$ cat src/rtl/key_action_pkg.sv
// key_action_pkg: keycodes, DAS channel state type and counter width shared by
// key_action_gen and das_channel.
package key_action_pkg;

    localparam int CNT_W = 6;

    localparam logic [7:0] KEY_LEFT   = 8'h50;
    localparam logic [7:0] KEY_RIGHT  = 8'h4F;
    localparam logic [7:0] KEY_DOWN   = 8'h51;
    localparam logic [7:0] KEY_ROTATE = 8'h52;
    localparam logic [7:0] KEY_HARD   = 8'h2C;

    typedef enum logic [1:0] {
        IDLE,
        FIRE,
        DELAY,
        REPEAT
    } chan_state_e;

    // A key is held if any of the four 8-bit slots carries its code.
    function automatic logic key_held(input logic [31:0] keycode, input logic [7:0] code);
        logic hit;
        hit = 1'b0;
        for (int i = 0; i < 4; i++) begin
            if (keycode[8*i +: 8] == code) hit = 1'b1;
        end
        return hit;
    endfunction

endpackage

$ cat src/rtl/das_channel.sv
// das_channel: press-edge pulse plus frame-paced delayed auto-repeat for one key.
// FIRST_DELAY = 0 skips DELAY and repeats every REPEAT_RATE frames from the press.
module das_channel
    import key_action_pkg::*;
#(
    parameter int FIRST_DELAY = 10,
    parameter int REPEAT_RATE = 2,
    parameter bit REPEAT_EN   = 1'b1
) (
    input  logic clk,
    input  logic reset,
    input  logic held,
    input  logic enable,
    input  logic frame_tick,
    output logic pulse
);

    localparam logic [CNT_W-1:0] LOAD_FIRST =
        CNT_W'((FIRST_DELAY == 0) ? REPEAT_RATE : FIRST_DELAY);
    localparam logic [CNT_W-1:0] LOAD_RATE  = CNT_W'(REPEAT_RATE);

    chan_state_e      state_q, state_d;
    logic [CNT_W-1:0] cnt_q, cnt_d;
    logic             held_q, held_d;
    logic             pulse_q, pulse_d;
    logic             fire;

    always_comb begin
        // NOTE: every combinational output gets a default first so no path infers a latch.
        state_d = state_q;
        cnt_d   = cnt_q;
        held_d  = held;
        fire    = 1'b0;
        if (!held) begin
            state_d = IDLE;
            cnt_d   = '0;
        end else begin
            case (state_q)
                IDLE: begin
                    if (!held_q) begin
                        fire    = 1'b1;
                        state_d = FIRE;
                        cnt_d   = LOAD_FIRST;
                    end
                end
                FIRE, DELAY, REPEAT: begin
                    if (state_q == FIRE) state_d = (FIRST_DELAY == 0) ? REPEAT : DELAY;
                    // Expiry at 1 (or a stray 0) reloads instead of wrapping the counter.
                    if (REPEAT_EN && frame_tick) begin
                        if (cnt_q <= CNT_W'(1)) begin
                            fire    = 1'b1;
                            cnt_d   = LOAD_RATE;
                            state_d = REPEAT;
                        end else begin
                            cnt_d = cnt_q - CNT_W'(1);
                        end
                    end
                end
                default: state_d = IDLE;
            endcase
        end
        // enable only masks the pulse; the repeat cadence keeps running.
        pulse_d = fire & enable;
    end

    always_ff @(posedge clk) begin
        // NOTE: sequential state uses non-blocking assignments so all flops update together.
        if (reset) begin
            state_q <= IDLE;
            cnt_q   <= '0;
            held_q  <= 1'b0;
            pulse_q <= 1'b0;
        end else begin
            state_q <= state_d;
            cnt_q   <= cnt_d;
            held_q  <= held_d;
            pulse_q <= pulse_d;
        end
    end

    assign pulse = pulse_q;

endmodule

$ cat src/rtl/key_action_gen.sv
// key_action_gen: HID keycode word -> one-cycle Tetris action pulses with frame-paced repeat.
// Define KEY_ACTION_DAS_EN for lateral auto-repeat; otherwise left/right fire on press only.
module key_action_gen
    import key_action_pkg::*;
#(
    parameter int DAS_DELAY = 10,
    parameter int DAS_RATE  = 2,
    parameter int SOFT_RATE = 3
) (
    input  logic        Clk,
    input  logic        Reset,
    input  logic [31:0] keycode,
    input  logic        frame_clk,
    output logic        move_left,
    output logic        move_right,
    output logic        soft_drop,
    output logic        rotate,
    output logic        hard_drop,
    output logic        frame_tick
);

`ifdef KEY_ACTION_DAS_EN
    localparam bit LATERAL_REPEAT = 1'b1;
`else
    localparam bit LATERAL_REPEAT = 1'b0;
`endif

    logic held_left, held_right, held_down, held_rot, held_hard;
    logic fsync1_q, fsync1_d, fsync2_q, fsync2_d, fprev_q, fprev_d;
    logic frame_tick_q, frame_tick_d;
    logic rot_prev_q, rot_prev_d, hard_prev_q, hard_prev_d;
    logic rotate_q, rotate_d, hard_drop_q, hard_drop_d;

    always_comb begin
        held_left    = key_held(keycode, KEY_LEFT);
        held_right   = key_held(keycode, KEY_RIGHT);
        held_down    = key_held(keycode, KEY_DOWN);
        held_rot     = key_held(keycode, KEY_ROTATE);
        held_hard    = key_held(keycode, KEY_HARD);
        fsync1_d     = frame_clk;
        fsync2_d     = fsync1_q;
        fprev_d      = fsync2_q;
        frame_tick_d = fsync2_q & ~fprev_q;
        rot_prev_d   = held_rot;
        hard_prev_d  = held_hard;
        rotate_d     = held_rot & ~rot_prev_q;
        hard_drop_d  = held_hard & ~hard_prev_q;
    end

    always_ff @(posedge Clk) begin
        if (Reset) begin
            fsync1_q     <= 1'b0;
            fsync2_q     <= 1'b0;
            fprev_q      <= 1'b0;
            frame_tick_q <= 1'b0;
            rot_prev_q   <= 1'b0;
            hard_prev_q  <= 1'b0;
            rotate_q     <= 1'b0;
            hard_drop_q  <= 1'b0;
        end else begin
            fsync1_q     <= fsync1_d;
            fsync2_q     <= fsync2_d;
            fprev_q      <= fprev_d;
            frame_tick_q <= frame_tick_d;
            rot_prev_q   <= rot_prev_d;
            hard_prev_q  <= hard_prev_d;
            rotate_q     <= rotate_d;
            hard_drop_q  <= hard_drop_d;
        end
    end

    // A left+right chord holds both channels idle; releasing one looks like a fresh press.
    das_channel #(
        .FIRST_DELAY(DAS_DELAY), .REPEAT_RATE(DAS_RATE), .REPEAT_EN(LATERAL_REPEAT)
    ) u_left (
        .clk(Clk), .reset(Reset), .held(held_left & ~held_right), .enable(1'b1),
        .frame_tick(frame_tick_q), .pulse(move_left)
    );

    das_channel #(
        .FIRST_DELAY(DAS_DELAY), .REPEAT_RATE(DAS_RATE), .REPEAT_EN(LATERAL_REPEAT)
    ) u_right (
        .clk(Clk), .reset(Reset), .held(held_right & ~held_left), .enable(1'b1),
        .frame_tick(frame_tick_q), .pulse(move_right)
    );

    das_channel #(
        .FIRST_DELAY(0), .REPEAT_RATE(SOFT_RATE), .REPEAT_EN(1'b1)
    ) u_soft (
        .clk(Clk), .reset(Reset), .held(held_down), .enable(~hard_drop_d),
        .frame_tick(frame_tick_q), .pulse(soft_drop)
    );

    assign rotate     = rotate_q;
    assign hard_drop  = hard_drop_q;
    assign frame_tick = frame_tick_q;

endmodule

$ cat config.mk
export PLATFORM = sky130hd
export DESIGN_NAME = key_action_gen
export DESIGN_NICKNAME = d
export VERILOG_FILES = /design/src/rtl/key_action_pkg.sv /design/src/rtl/das_channel.sv /design/src/rtl/key_action_gen.sv
export SDC_FILE = /design/constraint.sdc
export NUM_CORES = 1
export LEC_CHECK = 0
export BUFFER_PORTS_ARGS = -buffer_cell sky130_fd_sc_hd__buf_2
export CAP_MARGIN = 20
export CORE_ASPECT_RATIO = 0.7
export CORE_UTILIZATION = 50
export CTS_BUF_LIST = sky130_fd_sc_hd__clkbuf_16
export DETAILED_ROUTE_END_ITERATION = 7
export MAX_ROUTING_LAYER = met4
export PLACE_DENSITY = 0.78
export REMOVE_ABC_BUFFERS = 1
export SETUP_SLACK_MARGIN = 0.05
export SLEW_MARGIN = 20
export SYNTH_ARGS = -nofsm -noshare
export SYNTH_HDL_FRONTEND = slang
export SYNTH_SLANG_ARGS = --single-unit
$ cat constraint.sdc
create_clock -name Clk -period 1.8 [get_ports Clk]
set_input_delay 0.27 -clock Clk [delete_from_list [all_inputs] [get_ports Clk]]
set_output_delay 0.27 -clock Clk [all_outputs]
set_load 0.01 [all_outputs]
### Word-level counts from Yosys, hierarchy flattened

Cells that the tools add are included.

| storage, ports and cells | value |
|---|---|
| flip-flop bits (word level) | 26 |
| input bits | 35 |
| output and inout port bits | 6 |
| word-level logic and storage cells | 128 |

| operators by class | value |
|---|---|
| add/subtract/negate cells | 1 |
| order comparisons | 1 |
| equal/unequal tests | 35 |
| mux-type cells | 42 |
| bitwise logic cells | 17 |
| reduce and logical (&&, ||, !) cells | 14 |

Operators by type and width:

| cell | count |
|---|---|
| equality test 8 x 7 -> 1 bit, second input constant | 16 |
| equality test 8 x 6 -> 1 bit, second input constant | 4 |
| 2-to-1 mux 1 bit | 26 |
| 2-to-1 mux 6 bit | 3 |
| 2-to-1 mux 2 bit | 8 |
| OR reduction 3 bit | 5 |
| equality test 2 bit, second input constant | 6 |
| case mux 2 bit (2 select lines) | 3 |
| case mux 6 bit (2 select lines) | 1 |
| inverter 1 bit | 11 |
| inequality test 2 bit, second input constant | 4 |
| AND 1 bit | 6 |
| equality test 2 x 1 -> 1 bit, second input constant | 3 |
| less-or-equal comparator 6 x 1 -> 1 bit, second input constant | 1 |
| logical NOT 2 bit | 3 |
| AND reduction 2 bit | 3 |
| OR reduction 2 bit | 3 |
| subtractor 6 x 1 -> 6 bit, second input constant | 1 |
| inequality test 2 x 1 -> 1 bit, second input constant | 2 |
| case mux 1 bit (2 select lines) | 1 |

### Logic depth before layout (Yosys ltp)

| logic depth | value |
|---|---|
| depth after elaboration | 9 |
| depth in mapped cells | 6 |

### By module

From an unflattened synthesis, not the netlist that was laid out.

| unflattened totals | value |
|---|---|
| cell total of the unflattened synthesis | 142 |
| area, all modules | 1301.2 µm² |

Modules (own cells, without submodules):

| module | times used | cells each | area an instance (µm²) |
|---|---|---|---|
| key_action_gen | 1 | 62 | 584.3 |
| das_channel (u_soft) | 1 | 56 | 459.2 |
| das_channel (u_left ...) | 2 | 12 | 128.9 |

### Least setup slack after synthesis

OpenSTA, ideal clock, no wires.

| path | value |
|---|---|
| kind | register to register |
| start | register u_soft.cnt_q[0] |
| end | register u_soft.cnt_q[2] |
| arrival | 1.369 ns |
| setup slack | 0.313 ns |
| cell stages (with the launch flop) | 7 |
| path through | dfxtp_1 > inv_1 > ha_1 > nor2_1 > nor4b_1 > a31o_2 > nor3_2 |

| on the way | value |
|---|---|
| cells in the longest elaborated chain, start to end | 4 |
| elaborated cells between the ends (all ways) | 5 |
| classes of those cells | add/sub: 1; order compare: 1; mux: 3 |

Ends and longest elaborated chain:

| what | line | text |
|---|---|---|
| from (decl) | das_channel.sv:23 | `logic [CNT_W-1:0] cnt_q, cnt_d;` |
| from (signal assigned) | das_channel.sv:75 | `cnt_q <= cnt_d;` |
| subtractor 6 x 1 -> 6 bit or less-or-equal comparator 6 x 1 -> 1 bit (tied branches) | das_channel.sv:55, das_channel.sv:50 |  |
| 2-to-1 mux 6 bit * | das_channel.sv:50 | `if (cnt_q <= CNT_W'(1)) begin` |
| 2-to-1 mux 6 bit * | das_channel.sv:49 | `if (REPEAT_EN && frame_tick) begin` |
| case mux 6 bit (2 select lines) * | das_channel.sv:38 | `case (state_q)` |

Every way passes the cells marked *; elsewhere a longest branch is shown, timed or not. The select of a mux whose other input is x is not followed.
A chain may end at the register's enable or synchronous reset.

### Worst setup path in the final report

| path | value |
|---|---|
| start | register u_soft.cnt_q[0] |
| end | register u_soft.cnt_q[1] |

Same word-level chain as after synthesis.

==> out/metrics.yaml <==
drt:
  route.detailed.drc: 0
  num_vias: 1235
  wl_mm: 3.185
  vias_per_cell: 5.995
  wire_per_inst_um: 15.46
  dr.pass1.iters: 4
  ant_nets: 0
  drt_iter0_drc: 82
synth:
  syn_inst: 129
  yosysSeqAreaShare: 0.3951
  synthTopCellsByArea: "dfxtp_1 (40%), nand4b_1 (8.0%), and4bb_2 (4.7%)"
  yosys_warnings: 0
  synth_area_leader_cell: "dfxtp_1"
  syn_area_um2: 1318
  synth_top_cell_area_share: 0.3951
  syn_avg_cell_area_um2: 10.21
  yosysUniqueCellTypes: 33
  synth_seq_cells: 26
setup_path:
  cp.required_ns: 1.92
  worstPathCellList: "inv_1, ha_1, nor2_1, nor4b_2, buf_4, a31oi_1, a21oi_1"
  cpPeakStageDelay_ns: 0.43
  slowest_stage: "dfxtp_1"
  crit_path_start_kind: "flop"
  regToRegSetupSlack_ns: 0.18
  crit_type: "flop to flop"
  r2r_cells: 7
  critPathCaptureType: "flop"
  cp_max_fo: 5
  arrival_ns: 1.75
grt:
  grt_usage: 0.2487
  met2_usage: 0.4702
  grt_pass1_vias: 1214
  grt_pass1_wl_mm: 5.209
  grt.overflow.total: 0
  grt_max_degree: 16
  antenna_found_initial: 0
  grt_use_met1: 0.2817
  busiest_layer: "met2"
  grt_use_met3: 0.06061
run:
  cap_violations: 0
clock_network:
  cts-root-buf: "clkbuf_16"
  holdBufCountCts: 0
  tritoncts: "done"
  clk_transition_reported_paths_ns: 0.06
  clockBufferDepth: 2
  cts_buffers: 3
  clk_latency_ns: 0.25
  cts_max_level: 1
  cts.sinks: 26
outcome:
  outcome: "finished, final reports clean"
min_path:
  min_path_cells: 2
  min_path_type: "primary input to flop"
timing:
  post-route-period-util: 0.9016
  setup-tns-final_ns: 0
  fmax_ghz: 0.6162
  slew_violations: 0
  hold_ws_ns: 0.2248
  relSlewSlack: 0.6163
  hold_viol: 0
  rsz0062_at_grt: "no"
  tightest_slew_ns: 0.5724
  worst_slack_ns: 0.1772
  fin_crit_ns: 1.623
  finalSetupViolCount: 0
  finClkSkew_ns: 0.001097
cells_and_area:
  antenna_cells: 0
  final_nets: 210
  seq_area_um2: 520.5
  area_delta_synth_final_pct: 26.31
  fillers: 212
  multi_input_area_um2: 773.2
  drive_above_1_share: 0.3721
place:
  dp_hpwl_mm: 2.419
  pre_cts_slack_ns: 0.1803
  portBuffers: 40
  place.gp.congestion: 0.8959
die:
  rows: 15
  ios: 41
  fp.dieW_um: 63.36
  die_h_um: 44.95
  initial_core_util: 0.5318
  core_area_um2: 2477
  dieArea_um2: 2848
power_and_ir_drop:
  ir_worst_vdd_mv: 0.6508
  p_leak_uw: 0.0006857
  power_density_nw_per_um2: 792.4
==> cell usage after synthesis <==
library cell / count
clkbuf_1: 1
a41o_1: 1
nor3_2: 6
o21a_1: 1
buf_6: 1
o21ai_0: 3
nor2_1: 12
and4bb_2: 5
nor4b_4: 2
nor4b_2: 2
a31oi_1: 1
ha_1: 2
dfxtp_1: 26
o31ai_1: 1
nor4bb_1: 1
and4_1: 1
nand4b_1: 12
a41oi_1: 2
xor2_1: 4
inv_1: 4
a21oi_1: 3
a311oi_2: 1
nand4_1: 6
a311oi_1: 1
and2b_1: 1
nor3_1: 5
or2_2: 1
a31o_2: 1
nor2b_1: 9
o211ai_1: 2
nand3_1: 4
nor4b_1: 5
nor3b_1: 2
==> final timing paths <==
check                                 end                          from
max          u_soft.cnt_q[1]$_SDFFE_PP0P_  u_soft.cnt_q[0]$_SDFFE_PP0P_
min                   fsync1_q$_SDFF_PP0_                     frame_clk
min reg2reg         frame_tick$_SDFF_PP0_            fprev_q$_SDFF_PP0_
max reg2reg  u_soft.cnt_q[1]$_SDFFE_PP0P_  u_soft.cnt_q[0]$_SDFFE_PP0P_
==> per-layer routing <==
metal,wire length (um),up-vias
met5,0,-
met4,0,0
met3,217,0
met2,1648,51
met1,1319,586
li1,-,598
==> registers in the layout, summed over array words and instances, names as in the netlist, 2 cells and up <==
name / cells
u_right.state_q: 2
u_soft.cnt_q: 6
u_left.state_q: 2
u_soft.state_q: 2
==> cell usage in the layout, fill, tap and decap left out, types with 4 or more instances in the layout <==
cell and instances:
nor3_2 6, nor2_1 12, nor3_1 5, dfxtp_1 26, nor4b_1 4, nand4b_1 12, nor2b_1 9, xor2_1 4
buf_2 40, nand4_1 6, inv_1 4, and4bb_2 5, nand3_1 4
==> metrics by stage <==
step                      utilization  power, uW  instance area [um2]  cells
after floorplan                     -      638.2                 1303    127
after global placement         0.6268      698.1                 1553    202
after detailed placement       0.6268      703.3                 1553    202
after CTS                      0.6692       1325                 1658    206
after global routing           0.6717       1362                 1664    206
final                          0.6717       1319                 1664    206
==> cells by family after synthesis <==
group                    Yosys count  share of synthesized area
XOR/XNOR                           4                    0.02659
flip-flops                        26                     0.3951
buffers and inverters              6                    0.02279
AND/OR/NAND/NOR                   74                     0.4406
adder cells (fa/ha/maj)            2                    0.01899
AO/OA/AOI/OAI                     17                    0.09592
==> layout make-up <==
cell class              count  area share
clock buffers               3     0.04511
clock inverters             1     0.01805
inverters                   4    0.009023
multi-input cells          97      0.4647
flip-flops and latches     26      0.3128
well taps                  34     0.02556
repair buffers             41      0.1248
==> report_power, final <==
group	switching, uW	internal, uW	leakage, uW
Clock	185	442	0.0000511
Combinational	54.5	54.0	0.000424
Sequential	2.76	581	0.000210
==> repair_timing <==
action	4_1_cts	5_1_grt
buffers inserted	0	0
gates resized for setup	0	1
endpoints found under the setup margin	0	5
==> worst max-delay path, delay by kind of cell, from the launching register on <==
kind	cells	cell delay (ns)
simple gates	2	0.19
buf+inv	2	0.22
fa+ha+maj	1	0.23
flops	1	0.43
compound gates	2	0.42
Note: power is estimated with default switching activity, not from simulation.
